### config.mk
export PLATFORM = sky130hd
export DESIGN_NAME = block_scheduler_flat
export DESIGN_NICKNAME = d
export VERILOG_FILES = /design/src/rtl/block_pkg.sv /design/src/rtl/block_scheduler_if.sv /design/src/rtl/rr_arbiter.sv /design/src/rtl/block_scheduler.sv /design/src/flat_wrapper.sv
export SDC_FILE = /design/constraint.sdc
export NUM_CORES = 1
export LEC_CHECK = 0
export CAP_MARGIN = 25
export CORE_UTILIZATION = 35
export CTS_CLUSTER_SIZE = 25
export DETAILED_ROUTE_END_ITERATION = 8
export SLEW_MARGIN = 30
export SYNTH_ARGS = -nofsm -noshare
export SYNTH_HDL_FRONTEND = slang
export SYNTH_SLANG_ARGS = --single-unit
export TNS_END_PERCENT = 1
### constraint.sdc
create_clock -name clk -period 2.9 [get_ports clk]
set_input_delay 0.58 -clock clk [delete_from_list [all_inputs] [get_ports clk]]
set_output_delay 0.58 -clock clk [all_outputs]
set_load 0.02 [all_outputs]
### src/rtl/block_pkg.sv
// Shared types and constants for the block scheduler.
// Holds the FSM state encoding, default widths, the default timeout and the
// slot-index width used by op_sel, plus a one-hot to index helper.
package block_pkg;

  localparam int unsigned BLK_DW   = 4;
  localparam int unsigned BLK_NREQ = 4;
  localparam int unsigned BLK_TMO  = 15;
  localparam int unsigned SEL_W    = $clog2(BLK_NREQ);
  // Timeout counter wide enough for TMO up to 255.
  localparam int unsigned CNT_W    = 8;

  typedef enum logic [1:0] {
    ST_COLLECT,
    ST_START,
    ST_WAIT,
    ST_HOLD
  } state_t;

  // Encode a one-hot (or zero) vector as a slot index.
  function automatic logic [SEL_W-1:0] onehot_to_idx(input logic [BLK_NREQ-1:0] v);
    logic [SEL_W-1:0] idx;
    idx = '0;
    for (int i = 0; i < int'(BLK_NREQ); i++) begin
      if (v[i]) idx = idx | SEL_W'(i);
    end
    return idx;
  endfunction

endpackage

### src/rtl/block_scheduler_if.sv
// Bundle of requester, compute-block and result-consumer signals.
// slave  : scheduler side (drives gnt/op_*/blk_start/res_*/busy/err_tmo)
// master : environment side (drives req/req_data/blk_done/blk_result/res_ready)
interface block_scheduler_if #(
  parameter int unsigned DW   = block_pkg::BLK_DW,
  parameter int unsigned NREQ = block_pkg::BLK_NREQ
);
  import block_pkg::*;

  logic [NREQ-1:0]    req;
  logic [NREQ*DW-1:0] req_data;
  logic [NREQ-1:0]    gnt;
  logic               op_load;
  logic [SEL_W-1:0]   op_sel;
  logic [DW-1:0]      op_data;
  logic               blk_start;
  logic               blk_done;
  logic [DW-1:0]      blk_result;
  logic               res_valid;
  logic [DW-1:0]      res_data;
  logic               res_ready;
  logic               busy;
  logic               err_tmo;

  modport slave (
    input  req, req_data, blk_done, blk_result, res_ready,
    output gnt, op_load, op_sel, op_data, blk_start, res_valid, res_data,
           busy, err_tmo
  );

  modport master (
    output req, req_data, blk_done, blk_result, res_ready,
    input  gnt, op_load, op_sel, op_data, blk_start, res_valid, res_data,
           busy, err_tmo
  );

endinterface

### src/rtl/rr_arbiter.sv
// Round-robin arbiter: picks the first unmasked request at or above ptr,
// wrapping around. Purely combinational.
// Ports: req (requests), mask (slots excluded), ptr (search start),
//        grant (one-hot, zero when nothing is eligible).
module rr_arbiter #(
  parameter int unsigned NREQ = 4,
  parameter int unsigned PW   = 2
) (
  input  logic [NREQ-1:0] req,
  input  logic [NREQ-1:0] mask,
  input  logic [PW-1:0]   ptr,
  output logic [NREQ-1:0] grant
);

  logic [NREQ-1:0] elig;
  assign elig = req & ~mask;

  // Scan NREQ positions starting at ptr; first eligible one wins.
  always_comb begin
    logic          found;
    logic [PW-1:0] idx;
    grant = '0;
    found = 1'b0;
    idx   = '0;
    for (int i = 0; i < int'(NREQ); i++) begin
      idx = PW'((32'(ptr) + 32'(i)) % NREQ);
      if (!found && elig[idx]) begin
        grant[idx] = 1'b1;
        found      = 1'b1;
      end
    end
  end

endmodule

### src/rtl/block_scheduler.sv
// Collects one operand per requester into a compute block via round-robin
// grants, starts the block, waits (with timeout) for its result and holds
// the result until the consumer accepts it.
// Ports: clk, rst (sync, active-high), bus (block_scheduler_if.slave).
module block_scheduler
  import block_pkg::*;
#(
  parameter int unsigned DW   = BLK_DW,
  parameter int unsigned NREQ = BLK_NREQ,
  parameter int unsigned TMO  = BLK_TMO
) (
  input logic              clk,
  input logic              rst,
  block_scheduler_if.slave bus
);

  state_t             state_q, state_d;
  logic [NREQ-1:0]    mask_q, mask_d;
  logic [SEL_W-1:0]   ptr_q, ptr_d;
  logic [CNT_W-1:0]   cnt_q, cnt_d;
  logic [NREQ-1:0]    gnt_q, gnt_d;
  logic               op_load_q, op_load_d;
  logic [SEL_W-1:0]   op_sel_q, op_sel_d;
  logic [DW-1:0]      op_data_q, op_data_d;
  logic               blk_start_q, blk_start_d;
  logic               res_valid_q, res_valid_d;
  logic [DW-1:0]      res_data_q, res_data_d;
  logic               busy_q;
  logic               err_q, err_d;
  logic [NREQ-1:0]    grant_c;
  logic [SEL_W-1:0]   gidx_c;

  rr_arbiter #(.NREQ(NREQ), .PW(SEL_W)) u_arb (
    .req   (bus.req),
    .mask  (mask_q),
    .ptr   (ptr_q),
    .grant (grant_c)
  );

  assign gidx_c = onehot_to_idx(grant_c);

  // State and registered outputs.
  always_ff @(posedge clk) begin
    if (rst) begin
      state_q     <= ST_COLLECT;
      mask_q      <= '0;
      ptr_q       <= '0;
      cnt_q       <= '0;
      gnt_q       <= '0;
      op_load_q   <= 1'b0;
      op_sel_q    <= '0;
      op_data_q   <= '0;
      blk_start_q <= 1'b0;
      res_valid_q <= 1'b0;
      res_data_q  <= '0;
      busy_q      <= 1'b0;
      err_q       <= 1'b0;
    end else begin
      state_q     <= state_d;
      mask_q      <= mask_d;
      ptr_q       <= ptr_d;
      cnt_q       <= cnt_d;
      gnt_q       <= gnt_d;
      op_load_q   <= op_load_d;
      op_sel_q    <= op_sel_d;
      op_data_q   <= op_data_d;
      blk_start_q <= blk_start_d;
      res_valid_q <= res_valid_d;
      res_data_q  <= res_data_d;
      busy_q      <= (state_d != ST_COLLECT);
      err_q       <= err_d;
    end
  end

  // Next-state and next-output logic.
  always_comb begin
    state_d     = state_q;
    mask_d      = mask_q;
    ptr_d       = ptr_q;
    cnt_d       = cnt_q;
    gnt_d       = '0;
    op_load_d   = 1'b0;
    op_sel_d    = op_sel_q;
    op_data_d   = op_data_q;
    blk_start_d = 1'b0;
    res_valid_d = res_valid_q;
    res_data_d  = res_data_q;
    err_d       = err_q;

    unique case (state_q)
      ST_COLLECT: begin
        // A full mask was registered by the last grant: start next cycle.
        if (&mask_q) begin
          state_d     = ST_START;
          blk_start_d = 1'b1;
        end else if (|grant_c) begin
          gnt_d     = grant_c;
          op_load_d = 1'b1;
          op_sel_d  = gidx_c;
          op_data_d = bus.req_data[32'(gidx_c)*DW +: DW];
          mask_d    = mask_q | grant_c;
          ptr_d     = (gidx_c == SEL_W'(NREQ - 1)) ? '0 : gidx_c + SEL_W'(1);
        end
      end
      ST_START: begin
        state_d = ST_WAIT;
        cnt_d   = '0;
      end
      ST_WAIT: begin
        // blk_done wins over a timeout falling in the same cycle.
        if (bus.blk_done) begin
          res_data_d  = bus.blk_result;
          res_valid_d = 1'b1;
          state_d     = ST_HOLD;
        end else if (cnt_q + CNT_W'(1) == CNT_W'(TMO)) begin
          err_d   = 1'b1;
          mask_d  = '0;
          cnt_d   = '0;
          state_d = ST_COLLECT;
        end else begin
          cnt_d = cnt_q + CNT_W'(1);
        end
      end
      ST_HOLD: begin
        if (res_valid_q && bus.res_ready) begin
          res_valid_d = 1'b0;
          mask_d      = '0;
          state_d     = ST_COLLECT;
        end
      end
      default: state_d = ST_COLLECT;
    endcase
  end

  assign bus.gnt       = gnt_q;
  assign bus.op_load   = op_load_q;
  assign bus.op_sel    = op_sel_q;
  assign bus.op_data   = op_data_q;
  assign bus.blk_start = blk_start_q;
  assign bus.res_valid = res_valid_q;
  assign bus.res_data  = res_data_q;
  assign bus.busy      = busy_q;
  assign bus.err_tmo   = err_q;

endmodule

### src/flat_wrapper.sv
// flat-port wrapper written by rule: the top's interface ports become plain ports
module block_scheduler_flat import block_pkg::*;
#(
  parameter int unsigned DW   = BLK_DW,
  parameter int unsigned NREQ = BLK_NREQ,
  parameter int unsigned TMO  = BLK_TMO
)
  (clk, rst, bus_req, bus_req_data, bus_blk_done, bus_blk_result, bus_res_ready, bus_gnt, bus_op_load, bus_op_sel, bus_op_data, bus_blk_start, bus_res_valid, bus_res_data, bus_busy, bus_err_tmo);
  block_scheduler_if #(.DW(DW), .NREQ(NREQ)) bus_i ();
  input logic clk;
  input logic rst;
  input wire logic [$bits(bus_i.req)-1:0] bus_req;
  input wire logic [$bits(bus_i.req_data)-1:0] bus_req_data;
  input wire logic [$bits(bus_i.blk_done)-1:0] bus_blk_done;
  input wire logic [$bits(bus_i.blk_result)-1:0] bus_blk_result;
  input wire logic [$bits(bus_i.res_ready)-1:0] bus_res_ready;
  output wire logic [$bits(bus_i.gnt)-1:0] bus_gnt;
  output wire logic [$bits(bus_i.op_load)-1:0] bus_op_load;
  output wire logic [$bits(bus_i.op_sel)-1:0] bus_op_sel;
  output wire logic [$bits(bus_i.op_data)-1:0] bus_op_data;
  output wire logic [$bits(bus_i.blk_start)-1:0] bus_blk_start;
  output wire logic [$bits(bus_i.res_valid)-1:0] bus_res_valid;
  output wire logic [$bits(bus_i.res_data)-1:0] bus_res_data;
  output wire logic [$bits(bus_i.busy)-1:0] bus_busy;
  output wire logic [$bits(bus_i.err_tmo)-1:0] bus_err_tmo;
  assign bus_i.req = bus_req;
  assign bus_i.req_data = bus_req_data;
  assign bus_i.blk_done = bus_blk_done;
  assign bus_i.blk_result = bus_blk_result;
  assign bus_i.res_ready = bus_res_ready;
  assign bus_gnt = bus_i.gnt;
  assign bus_op_load = bus_i.op_load;
  assign bus_op_sel = bus_i.op_sel;
  assign bus_op_data = bus_i.op_data;
  assign bus_blk_start = bus_i.blk_start;
  assign bus_res_valid = bus_i.res_valid;
  assign bus_res_data = bus_i.res_data;
  assign bus_busy = bus_i.busy;
  assign bus_err_tmo = bus_i.err_tmo;
  block_scheduler #(.DW(DW), .NREQ(NREQ), .TMO(TMO)) u_core (.clk(clk), .rst(rst), .bus(bus_i));
endmodule
## Word level (Yosys, flattened, before mapping)

Index checks and enable logic that the tools add are counted.

- Register bits after elaboration: 35
- Latch bits: 0
- RAM bits: 0
- Memory bits (read-only): 0
- Input port bits: 28
- Output and inout bits: 19
- Logic and storage cells: 121
- Memories kept: 0

- $add $sub $neg: 5
- Multiply operators: 0
- Divide/modulo/power cells: 0
- Order comparisons: 8
- Equality and inequality tests: 11
- Shift operators: 1
- Mux-type cells: 46
- Bitwise operators: 10
- Reductions and logical operators: 27

Operator list:

| operator | count |
|---|---|
| $mux 4 | 9 |
| $mux 1 | 16 |
| $mux 8 | 2 |
| $or 4x4->4 | 4 |
| $pmux 8 s2 | 1 |
| $shiftx 16x5->4 | 1 |
| $mux 2 | 7 |
| $lt 2x3->1 const B | 4 |
| $pmux 4 s3 | 1 |
| $reduce_and 3->1 | 3 |
| $add 8x1->8 const B | 1 |
| $bmux 1 s2 | 4 |
| $demux 1 s2 | 4 |
| $eq 8x4->1 const B | 1 |
| $ge 2x1->1 const B | 4 |
| $logic_and 1x1->1 | 8 |
| $pmux 2 s4 | 1 |
| $reduce_or 4->1 | 2 |
| $eq 2x2->1 const B | 3 |
| $ne 2x1->1 const B | 3 |
| $ne 2x2->1 const B | 3 |
| $reduce_and 6->1 | 1 |
| $reduce_bool 2->1 | 3 |
| $add 2x1->2 const B | 2 |
| other kinds (13) | 20 |

## Logic depth before layout (Yosys ltp)

Gate-level depths: netlist (run 1).

- Word-level depth: 19
- Mapped depth: 14
- Depth with buffers taken out: 12

## Hierarchy

From an unflattened synthesis (run 1), not the netlist that was laid out.

- Cells, all modules: 248
- Area, all modules: 2070.7 um^2

Modules (own cells, without submodules):

| module | times used | cells an instance | area an instance (um^2) | sequential area each (um^2) |
|---|---|---|---|---|
| block_scheduler | 1 | 194 | 1646.6 | 700.7 |
| rr_arbiter | 1 | 54 | 424.2 | 0.0 |

## Least setup slack after synthesis (run 1)

Ideal clock, no wire load.

- Path kind: reg2reg
- From: register u_core.ptr_q[0]
- To: register u_core.ptr_q[1]
- Setup time: 128 ps
- Data arrival time: 2848 ps
- Required time: 2772 ps
- Path slack: -76 ps
- Cell stages (with the launch flop): 13
- Buffers on the path: 1
- Clock period less this slack: 2976 ps
- Cells stage by stage: dfxtp_1 > buf_4 > inv_2 > ha_1 > and3_1 > o211a_1 > or2_2 > a211o_1 > nor2_1 > inv_1 > ha_1 > mux2i_1 > nor2_1

- Elaborated cells between the ends (all ways): 55
- Classes of those cells: add/sub (4); order compare (8); eq/ne (1); mux (27); bitwise (3); reduce/logical (12)

RTL lines:

| item | line | text |
|---|---|---|
| from (decl) | block_scheduler.sv:19 | `logic [SEL_W-1:0] ptr_q, ptr_d;` |
| from (signal assigned) | block_scheduler.sv:61 | `ptr_q <= ptr_d;` |
| branches (longest 11 deep; another with $lt 2x3->1) | -- |  |
| $mux 4 * | rr_arbiter.sv:27 | `if (!found && elig[idx]) begin` |
| $mux 2 | block_pkg.sv:25 | `if (v[i]) idx = idx \| SEL_W'(i);` |
| $mux 2 * | block_pkg.sv:25 |  |
| net u_core.gidx_c[1] | block_scheduler.sv:31 | `logic [SEL_W-1:0] gidx_c;` |
| $add 2x1->2 / $eq 2x2->1 (equally long branches) | block_scheduler.sv:102 | `ptr_d = (gidx_c == SEL_W'(NREQ - 1)) ? '0 : gidx_c + SEL_W'(1);` |
| $mux 2 * | block_scheduler.sv:102 |  |

Mark *: on every way through the listed nets, which the timed path passes. The select of a mux whose other input is x is not followed.
A chain may end at the register's enable or synchronous reset.

## Worst setup path after layout (run 1)

- From: register u_core.ptr_q[0]
- To: register u_core.mask_q[3]

- Word-level cells in the longest chain between the ends: 16
- Elaborated cells between the ends (all ways): 54
- Classes of those cells: add/sub (3); order compare (8); eq/ne (1); mux (26); bitwise (4); reduce/logical (12)

RTL lines:

| item | line | text |
|---|---|---|
| branches (longest 11 deep; another with $lt 2x3->1) | -- |  |
| $mux 4 * | rr_arbiter.sv:27 |  |
| $or 4x4->4 | block_scheduler.sv:101 | `mask_d = mask_q \| grant_c;` |
| $mux 4 | block_scheduler.sv:96 | `end else if (\|grant_c) begin` |
| $mux 4 | block_scheduler.sv:93 | `if (&mask_q) begin` |
| $pmux 4 s3 | block_scheduler.sv:90 | `unique case (state_q)` |
| to (signal assigned) | block_scheduler.sv:60 | `mask_q <= mask_d;` |
| to (decl) | block_scheduler.sv:18 | `logic [NREQ-1:0] mask_q, mask_d;` |

Every way passes the cells marked *. The select of a mux whose other input is x is not followed.

==> results.sh, run 1 <==
export IMPL_wl_per_cell_um=13.5
export IMPL_power_density_mw_per_mm2=930
export IMPL_path_buf_inv=1
export IMPL_grt_pass1_vias=1811
export IMPL_cts_clk_slew_worst_paths_ns=0.07
export IMPL_first_iter_violations=101
export IMPL_finalCritPeriodShare_pct=94.0
export IMPL_num_rows=27
export IMPL_synth_top_area_share_pct=34.2
export IMPL_die_w_um=78.5
export IMPL_cts_sink_count=35
export IMPL_grt_overflow_total=0
export IMPL_critPathMaxFanout=6
export IMPL_crit_slowest_cell="o31a_1"
export IMPL_worst_pin_slew_ns=0.407
export IMPL_syn_instance_count=238
export IMPL_synth_warnings=0
export IMPL_dp_cells=370
export IMPL_yosysUniqueCellTypes=52
export IMPL_finalPower_w=0.00268
export IMPL_design_core_area_sq_mm=0.00557
export IMPL_netlist_area_sq_mm=0.00205
export IMPL_relSlewSlack_pct=72.8
export IMPL_finalNetCount=344
export IMPL_async_flop_share_pct=0
export IMPL_gp_congestion=0.798
export IMPL_tritoncts="done"
export IMPL_antenna_cells=0
export IMPL_crit_family="compound AO/OA/AOI/OAI gates"
export IMPL_fin_cells=378
export IMPL_path_class="register to register"
export IMPL_register_area_sq_um=701
export IMPL_grt_max_degree=22
export IMPL_r2r_setup_slack_ns=0.17
export IMPL_via_count=1918
export IMPL_clk_latency_ns=0.29
export IMPL_io_pins=47
export IMPL_p_clk_share_pct=12.6
export IMPL_ys_ff_latch=35
export IMPL_syn_nets=277
export IMPL_cts_buffers=5
export IMPL_post_synth_top_area_cell="dfxtp_1"
export IMPL_drt_pre_antenna_iters=4
export IMPL_worstSetupStartpointType="register"
export IMPL_cp_end_kind="register"
export IMPL_dpl_hpwl_um=3740
export IMPL_max_cap_violations=0
export IMPL_start_util_pct=36.7
export IMPL_period_needed_ns=2.73
export IMPL_ys_seq_area_share_pct=34.2
export IMPL_switching_share_pct=40.2
export IMPL_finalClockSkew_ns=0.00346
export IMPL_drive_gt1_share_pct=19.0
export IMPL_dp_slack_ns=-0.348
export IMPL_finalHoldViolCount=0
export IMPL_ant_nets=0
export IMPL_cp_arrival_ns=2.91
export IMPL_p_seq_share_pct=25.1
export IMPL_status="completed"
export IMPL_worst_slack_ns=0.173
export IMPL_htree_levels=2
export IMPL_fmax_mhz=367
export IMPL_required_ns=3.08
export IMPL_multiInputGateArea_sq_mm=0.00132
export IMPL_cts_root_buf="clkbuf_8"
export IMPL_fp_dieArea_sq_mm=0.00616
export IMPL_drcViolationCount=0
export IMPL_die_h_um=78.5
export IMPL_ctsHoldBuffers=0
export IMPL_p_int_w=0.00160
export IMPL_irDropWorstVdd_mv=0.492
export IMPL_synth_edf_count=0
export IMPL_critical_path_max_stage_delay_ns=0.38
export IMPL_synth_area_leaders="dfxtp_1, ha_1, a21oi_1, nor2_1, nor2b_1"
export IMPL_p_leak_nw=1.19
export IMPL_grt_usage_pct=17.4
export IMPL_syn_avg_cell_area_sq_um=8.61
export IMPL_hold_path_class="register to register"
export IMPL_io_buffers=46
export IMPL_synth_top_flop_cell="dfxtp_1"
export IMPL_wirelength_um=5090
export IMPL_slew_violations=0
export IMPL_path_cells="inv_2, ha_2, and3_1, o211a_1, or2_2, a221o_1, o31a_1, and3b_2, a21o_1"
export IMPL_power_switching_w=0.00108
export IMPL_area_growth_pct=40.7
export IMPL_setup_viol=0
export IMPL_grt_setup_unrepaired="no"
export IMPL_layout_filler_cells=526
export IMPL_viasPerCell=5.07
export IMPL_antenna_found_initial=0
export IMPL_grt_pass1_wl_um=8480
export IMPL_cts_max_path_buffers=2
export IMPL_comb_power_share_pct=62.3
## synth_stat cells (4+ instances only)
master     n
dfxtp_1   35
inv_1      5
o21ai_0    8
nor2_1    23
clkbuf_1   7
ha_1      11
o21bai_1   4
nand2b_1   4
nor3_1     4
o221ai_1   4
a31oi_1    7
and3_1     5
nor2b_1   13
nand3_1   11
mux2_2     4
nand2_1   20
a21oi_1   18
## power by group through the flow
stage,clock (W),combinational [W],sequential (W)
finish,0.000338,0.00167,0.000673
global route,0.000373,0.00183,0.000685
CTS,0.000355,0.00159,0.000661
detailed placement,0,0.00157,0.000668
global placement,0,0.00156,0.000668
floorplan,0,0.00100,0.000731
## kinds of logic (layout without fill, tap and decap cells)
group / Yosys count / in the layout / share of synthesized area, %
compound gates: 62 / 62 / 20.9
flops: 35 / 35 / 34.2
mux: 10 / 10 / 6.96
fa+ha+maj: 11 / 11 / 6.72
buf+inv: 18 / 86 / 4.58
xor+xnor: 3 / 3 / 1.28
simple gates: 99 / 99 / 25.4
## worst paths after layout
| kind | from | to | cells after the start |
|---|---|---|---|
| setup reg to reg | u_core.ptr_q[0]$_SDFFE_PP0P_ | u_core.mask_q[3]$_SDFFE_PP0P_ | 9 |
| hold reg to reg | u_core.bus.res_data[3]$_SDFFE_PP0P_ | u_core.bus.res_data[3]$_SDFFE_PP0P_ | 2 |
| setup / recovery | u_core.ptr_q[0]$_SDFFE_PP0P_ | u_core.mask_q[3]$_SDFFE_PP0P_ | 9 |
| hold / removal | u_core.bus.res_data[3]$_SDFFE_PP0P_ | u_core.bus.res_data[3]$_SDFFE_PP0P_ | 2 |
## stage by stage
stage | util, % | area, sq um | TNS [ns] | hold WS, ns
6_report | 51.7 | 2880 | 0 | 0.453
3_5_place_dp | 48.8 | 2720 | -4.06 | 0.447
2_1_floorplan | - | 2050 | 0 | 0.470
4_1_cts | 50.5 | 2810 | 0 | 0.457
5_1_grt | 51.7 | 2880 | 0 | 0.479
3_3_place_gp | 48.8 | 2720 | -3.39 | 0.442
## cells in the final DEF, fill, tap and decap left out, types with 3 or more instances in the layout
cell,Yosys,routed
clkdlybuf4s50_1,0,42
dfxtp_1,35,35
buf_4,1,22
nor2_1,23,21
nand2_1,20,20
a21oi_1,18,18
nand3_1,11,11
ha_1,11,10
nor2b_1,13,9
o21ai_0,8,8
a31oi_1,7,6
and3_1,5,5
inv_1,5,5
clkbuf_8,0,5
nand2b_1,4,4
nor3_1,4,4
mux2_2,4,4
o221ai_1,4,4
o21bai_1,4,4
dlymetal6s2s_1,0,4
nor2b_4,0,3
mux4_2,3,3
mux2i_1,3,3
buf_6,3,3
## registers in the layout, summed over array words and instances (netlist names)
signal,cells
u_core.bus.busy,1
u_core.bus.res_data,4
u_core.bus.blk_start,1
u_core.mask_q,4
u_core.state_q,2
u_core.cnt_q,8
u_core.bus.gnt,4
u_core.bus.res_valid,1
u_core.bus.op_load,1
u_core.bus.err_tmo,1
u_core.bus.op_data,4
u_core.bus.op_sel,2
u_core.ptr_q,2
## final cells by class
| type | instances | area share [%] |
|---|---|---|
| timing repair buffer | 71 | 23.2 |
| multi-input combinational | 185 | 45.6 |
| tap | 72 | 3.13 |
| clock buffer | 7 | 2.65 |
| sequential | 35 | 24.3 |
| clock inverter | 1 | 0.174 |
| inverter | 7 | 0.911 |
## metal layers
metal	GRT usage, %	vias up	share of wire (%)
met3	4.42	5	5.5
met2	25.9	45	41
li1	-	996	-
met4	6.11	0	1.5
met5	0	-	0
met1	24.2	872	52
## worst reg2reg max path: cells and delay by family (launching register included)
| family | cells | cell delay [ns] |
|---|---|---|
| flops | 1 | 0.36 |
| simple gates | 3 | 0.75 |
| compound gates | 4 | 1.15 |
| buf+inv | 1 | 0.05 |
| fa+ha+maj | 1 | 0.33 |
## timing repair
action,CTS,global route
buffers inserted,0,0
endpoints found under the setup margin,7,14
pin swaps,1,4
hold endpoints to repair,0,0
gates resized for setup,3,19
(Power assumes the default switching activity.)
==> run 2, diff against run 1 <==
Settings changed: CORE_UTILIZATION 35 to 30, CTS_CLUSTER_DIAMETER set to 80.
==> results.sh, run 2 (synthesis results as in run 1) <==
export IMPL_status="completed"
export IMPL_cts_max_path_buffers=2
export IMPL_p_leak_nw=1.21
export IMPL_cts_buffers=5
export IMPL_layout_common_cells="clkdlybuf4s50_1, dfxtp_1, buf_4, nor2_1, nand2_1"
export IMPL_critPathMaxFanout=6
export IMPL_gp_congestion=0.823
export IMPL_min_to="u_core.bus.res_data[0]$_SDFFE_PP0P_"
export IMPL_cp_end_kind="register"
export IMPL_num_rows=29
export IMPL_fmax_mhz=361
export IMPL_cts_root_buf="clkbuf_8"
export IMPL_finalHoldViolCount=0
export IMPL_area_growth_pct=44.7
export IMPL_required_ns=3.06
export IMPL_start_util_pct=31.7
export IMPL_cts_sink_count=35
export IMPL_finalPower_w=0.00301
export IMPL_slew_violations=0
export IMPL_r2r_setup_slack_ns=0.21
export IMPL_worst_pin_slew_ns=0.575
export IMPL_r2r_end="u_core.ptr_q[0]$_SDFFE_PP0P_"
export IMPL_hold_path_class="register to register"
export IMPL_worstSetupStartpointType="primary input"
export IMPL_postLayoutCoreUtil_pct=45.9
export IMPL_design_core_area_sq_mm=0.00646
export IMPL_finalNetCount=348
export IMPL_grt_setup_unrepaired="no"
export IMPL_layout_commonest_cell="clkdlybuf4s50_1"
export IMPL_cp_arrival_ns=2.94
export IMPL_viasPerCell=5.12
export IMPL_ant_nets=0
export IMPL_io_pins=47
export IMPL_grt_pass1_vias=1875
export IMPL_max_cap_violations=0
export IMPL_grt_usage_pct=15.3
export IMPL_wirelength_um=5230
export IMPL_setup_viol=0
export IMPL_largest_register="u_core.cnt_q"
export IMPL_wl_per_cell_um=13.5
export IMPL_antenna_found_initial=0
export IMPL_first_iter_violations=89
export IMPL_cts_clk_slew_worst_paths_ns=0.07
export IMPL_layout_filler_cells=657
export IMPL_irDropWorstVdd_mv=0.379
export IMPL_fp_dieArea_sq_mm=0.00716
export IMPL_via_count=1981
export IMPL_reg2reg_depth=10
export IMPL_path_class="primary input to register"
export IMPL_drcViolationCount=0
export IMPL_drt_pre_antenna_iters=7
export IMPL_htree_levels=2
export IMPL_largest_reg_flops=8
export IMPL_grt_overflow_total=0
export IMPL_tritoncts="done"
export IMPL_holdPathStages=2
export IMPL_dpl_hpwl_um=3830
export IMPL_relSlewSlack_pct=61.6
export IMPL_die_w_um=84.6
export IMPL_drive_gt1_share_pct=20.6
export IMPL_clk_latency_ns=0.28
export IMPL_grt_max_degree=28
export IMPL_die_h_um=84.6
export IMPL_finalClockSkew_ns=0.00155
export IMPL_antenna_cells=0
export IMPL_period_needed_ns=2.77
export IMPL_min_from="u_core.bus.res_data[0]$_SDFFE_PP0P_"
export IMPL_finalCritPeriodShare_pct=95.6
export IMPL_grt_pass1_wl_um=8860
export IMPL_io_buffers=46
export IMPL_reg2reg_from="u_core.ptr_q[0]$_SDFFE_PP0P_"
export IMPL_power_density_mw_per_mm2=1010
==> run 2: cell count changes in the layout (fill, tap and decap cells not counted), moves of 2 or more <==
cell and delta:
buf_4 +4, dlygate4sd2_1 +4, dlymetal6s2s_1 -4, buf_6 -2, clkbuf_1 -2, clkbuf_8 +2
==> run 2: how the worst max path moves through the flow <==
stage,from,endpoint,cells past startpoint
2_1_floorplan,u_core.ptr_q[0]$_SDFFE_PP0P_,u_core.ptr_q[1]$_SDFFE_PP0P_,12
3_3_place_gp,bus_req[2],u_core.bus.op_sel[0]$_SDFFE_PP0P_,11
3_5_place_dp,bus_req[1],u_core.bus.op_sel[1]$_SDFFE_PP0P_,11
4_1_cts,bus_req[1],u_core.ptr_q[0]$_SDFFE_PP0P_,10
5_1_grt,bus_req[0],u_core.ptr_q[1]$_SDFFE_PP0P_,10
6_report,bus_req[0],u_core.ptr_q[0]$_SDFFE_PP0P_,10
==> run 2: timing repair <==
item / 4_1_cts / 5_1_grt
gates cloned: 1 / 0
hold buffers: 0 / 0
resized for setup: 20 / 3
pin swaps: 4 / 0
buffers inserted: 3 / 0
setup endpoints to repair: 12 / 9
==> run 2: layer usage <==
layer  vias up  track usage [%]  part of all wire, %
met5         -                0                    0
met4         0             3.70                 0.76
met1       913             21.6                   50
met3         4             3.64                  5.3
li1       1005                -                    -
met2        59             23.5                   44
==> run 2: final cells by class <==
type                       instances  area, sq um  share of cell area, %
sequential                        35          701                   23.6
inverter                           7         26.3                  0.886
clock buffer                       7         96.3                   3.25
multi-input combinational        185         1330                   44.8
tap                               77         96.3                   3.25
timing repair buffer              75          709                   23.9
clock inverter                     1         7.51                  0.253
==> run 2: worst max-delay path: stages <==
cell	delay (ns)
dlygate4sd2_1	0.25
nor2b_4	0.15
mux4_2	0.54
buf_6	0.15
a22o_1	0.22
a221o_1	0.29
o31a_4	0.40
buf_4	0.16
mux2i_1	0.13
nor2_1	0.06
==> run 2: power breakdown <==
part / switching (W) / internal [W] / total [W]
clock network: 0.000174 / 0.000216 / 0.000390
registers: 0.0000837 / 0.000589 / 0.000673
logic: 0.000889 / 0.00106 / 0.00194
==> run 2: through the flow <==
stage / instances / setup WS (ns) / hold WS [ns] / cell area (sq um) / setup TNS, ns
after detailed placement: 375 / -0.406 / 0.452 / 2740 / -5.04
final: 387 / 0.128 / 0.456 / 2960 / 0
after global routing: 387 / 0.0277 / 0.503 / 2960 / 0
after global placement: 375 / -0.358 / 0.443 / 2740 / -4.43
after CTS: 387 / 0.0912 / 0.462 / 2950 / 0
after floorplan: 238 / 0.0110 / 0.470 / 2050 / 0
==> run 3, diff against run 2 <==
Settings changed: RECOVER_POWER set to 25.
==> results.sh, run 3 (synthesis results as in run 1) <==
export IMPL_grt_setup_unrepaired="no"
export IMPL_die_w_um=84.6
export IMPL_setup_viol=0
export IMPL_finalNetCount=348
export IMPL_holdWs_ns=0.456
export IMPL_cp_end_kind="register"
export IMPL_crit_slowest_cell="mux4_2"
export IMPL_dp_cells=375
export IMPL_postLayoutCoreUtil_pct=45.8
export IMPL_cts_buffers=5
export IMPL_finalCritPeriodShare_pct=95.6
export IMPL_via_count=1977
export IMPL_p_leak_nw=1.23
export IMPL_grt_max_degree=28
export IMPL_status="completed"
export IMPL_grt_pass1_vias=1875
export IMPL_relSlewSlack_pct=60.4
export IMPL_layout_common_cells="dfxtp_1, clkdlybuf4s50_1, buf_4, nor2_1, nand2_1"
export IMPL_max_cap_violations=0
export IMPL_hold_path_class="register to register"
export IMPL_largest_reg_flops=8
export IMPL_clk_latency_ns=0.28
export IMPL_ctsHoldBuffers=0
export IMPL_grt_overflow_total=0
export IMPL_io_pins=47
export IMPL_antenna_cells=0
export IMPL_io_buffers=46
export IMPL_wirelength_um=5230
export IMPL_cts_max_path_buffers=2
export IMPL_dpl_hpwl_um=3830
export IMPL_antenna_found_initial=0
export IMPL_gp_congestion=0.823
export IMPL_area_growth_pct=44.5
export IMPL_tns_ns=0
export IMPL_cts_sink_count=35
export IMPL_multiInputGateArea_sq_mm=0.00133
export IMPL_fp_dieArea_sq_mm=0.00716
export IMPL_drt_pre_antenna_iters=6
export IMPL_grt_usage_pct=15.3
export IMPL_register_area_sq_um=701
export IMPL_path_cells="dlygate4sd2_1, nor2b_4, mux4_2, buf_6, a22o_1, a221o_1, o31a_4, buf_4, mux2i_1, nor2_1"
export IMPL_htree_levels=2
export IMPL_required_ns=3.06
export IMPL_holdPathStages=2
export IMPL_num_rows=29
export IMPL_layout_filler_cells=657
export IMPL_cts_root_buf="clkbuf_8"
export IMPL_drcViolationCount=0
export IMPL_fmax_mhz=361
export IMPL_slew_violations=0
export IMPL_die_h_um=84.6
export IMPL_critical_path_max_stage_delay_ns=0.54
export IMPL_layout_commonest_cell="dfxtp_1"
export IMPL_stdcell_area_sq_mm=0.00296
export IMPL_power_density_mw_per_mm2=1010
export IMPL_critPathMaxFanout=6
export IMPL_finalClockSkew_ns=0.00222
export IMPL_irDropWorstVdd_mv=0.379
export IMPL_worstSetupStartpointType="primary input"
export IMPL_largest_register="u_core.cnt_q"
export IMPL_worst_pin_slew_ns=0.594
export IMPL_cp_arrival_ns=2.94
export IMPL_first_iter_violations=93
export IMPL_grt_pass1_wl_um=8860
export IMPL_tritoncts="done"
export IMPL_cts_clk_slew_worst_paths_ns=0.07
export IMPL_design_core_area_sq_mm=0.00646
export IMPL_ant_nets=0
export IMPL_viasPerCell=5.11
export IMPL_finalHoldViolCount=0
export IMPL_drive_gt1_share_pct=20.3
export IMPL_reg2reg_depth=10
export IMPL_wl_per_cell_um=13.5
export IMPL_post_dp_cell_area_sq_mm=0.00274
export IMPL_start_util_pct=31.7
export IMPL_fin_cells=387
export IMPL_period_needed_ns=2.77
export IMPL_path_class="primary input to register"
run 3: final timing paths:
kind / slack [ns] / startpoint / end
setup / recovery: 0.13 / bus_req[0] / u_core.ptr_q[0]$_SDFFE_PP0P_
hold / removal: 0.46 / u_core.bus.res_data[0]$_SDFFE_PP0P_ / u_core.bus.res_data[0]$_SDFFE_PP0P_
setup reg to reg: 0.21 / u_core.ptr_q[0]$_SDFFE_PP0P_ / u_core.ptr_q[0]$_SDFFE_PP0P_
hold reg to reg: 0.46 / u_core.bus.res_data[0]$_SDFFE_PP0P_ / u_core.bus.res_data[0]$_SDFFE_PP0P_
run 3: repair_timing:
item / in CTS / in global routing
pin swaps: 4 / 0
cloned: 1 / 0
gates resized for setup: 20 / 3
setup endpoints to repair: 12 / 9
buffers inserted: 3 / 0
hold endpoints to repair: 0 / 0
run 3: layer usage:
| layer | wire length (um) | vias to the layer above | global-route usage [%] | part of all wire, % |
|---|---|---|---|---|
| li1 | - | 1005 | - | - |
| met4 | 39 | 0 | 3.70 | 0.75 |
| met2 | 2270 | 60 | 23.5 | 43 |
| met1 | 2620 | 908 | 21.6 | 50 |
| met5 | 0 | - | 0 | 0 |
| met3 | 298 | 4 | 3.64 | 5.7 |
run 3: cell type report:
cell class / instances / share of cell area (%)
clock buffer: 7 / 3.25
sequential: 35 / 23.7
tap: 77 / 3.25
inverter: 7 / 0.888
timing repair buffer: 75 / 23.8
multi-input combinational: 185 / 44.8
clock inverter: 1 / 0.254
run 3: where the power goes:
group | total [W] | leakage (nW) | internal (W) | switching (W)
Clock | 0.000390 | 0.0505 | 0.000216 | 0.000174
Sequential | 0.000672 | 0.285 | 0.000589 | 0.0000827
Combinational | 0.00193 | 0.894 | 0.00105 | 0.000887
run 3: critical path, delay by kind of cell:
kind | cells | cell delay (ns)
and+or+nand+nor | 2 | 0.21
buffers and inverters | 3 | 0.57
AOI/OAI and AO/OA | 3 | 0.91
muxes | 2 | 0.67
run 3: per-stage QoR:
stage	setup slack, ns	power (W)
finish	0.129	0.00300
global route	0.0277	0.00323
floorplan	0.0110	0.00173
global placement	-0.358	0.00232
detailed placement	-0.406	0.00233
CTS	0.0912	0.00300
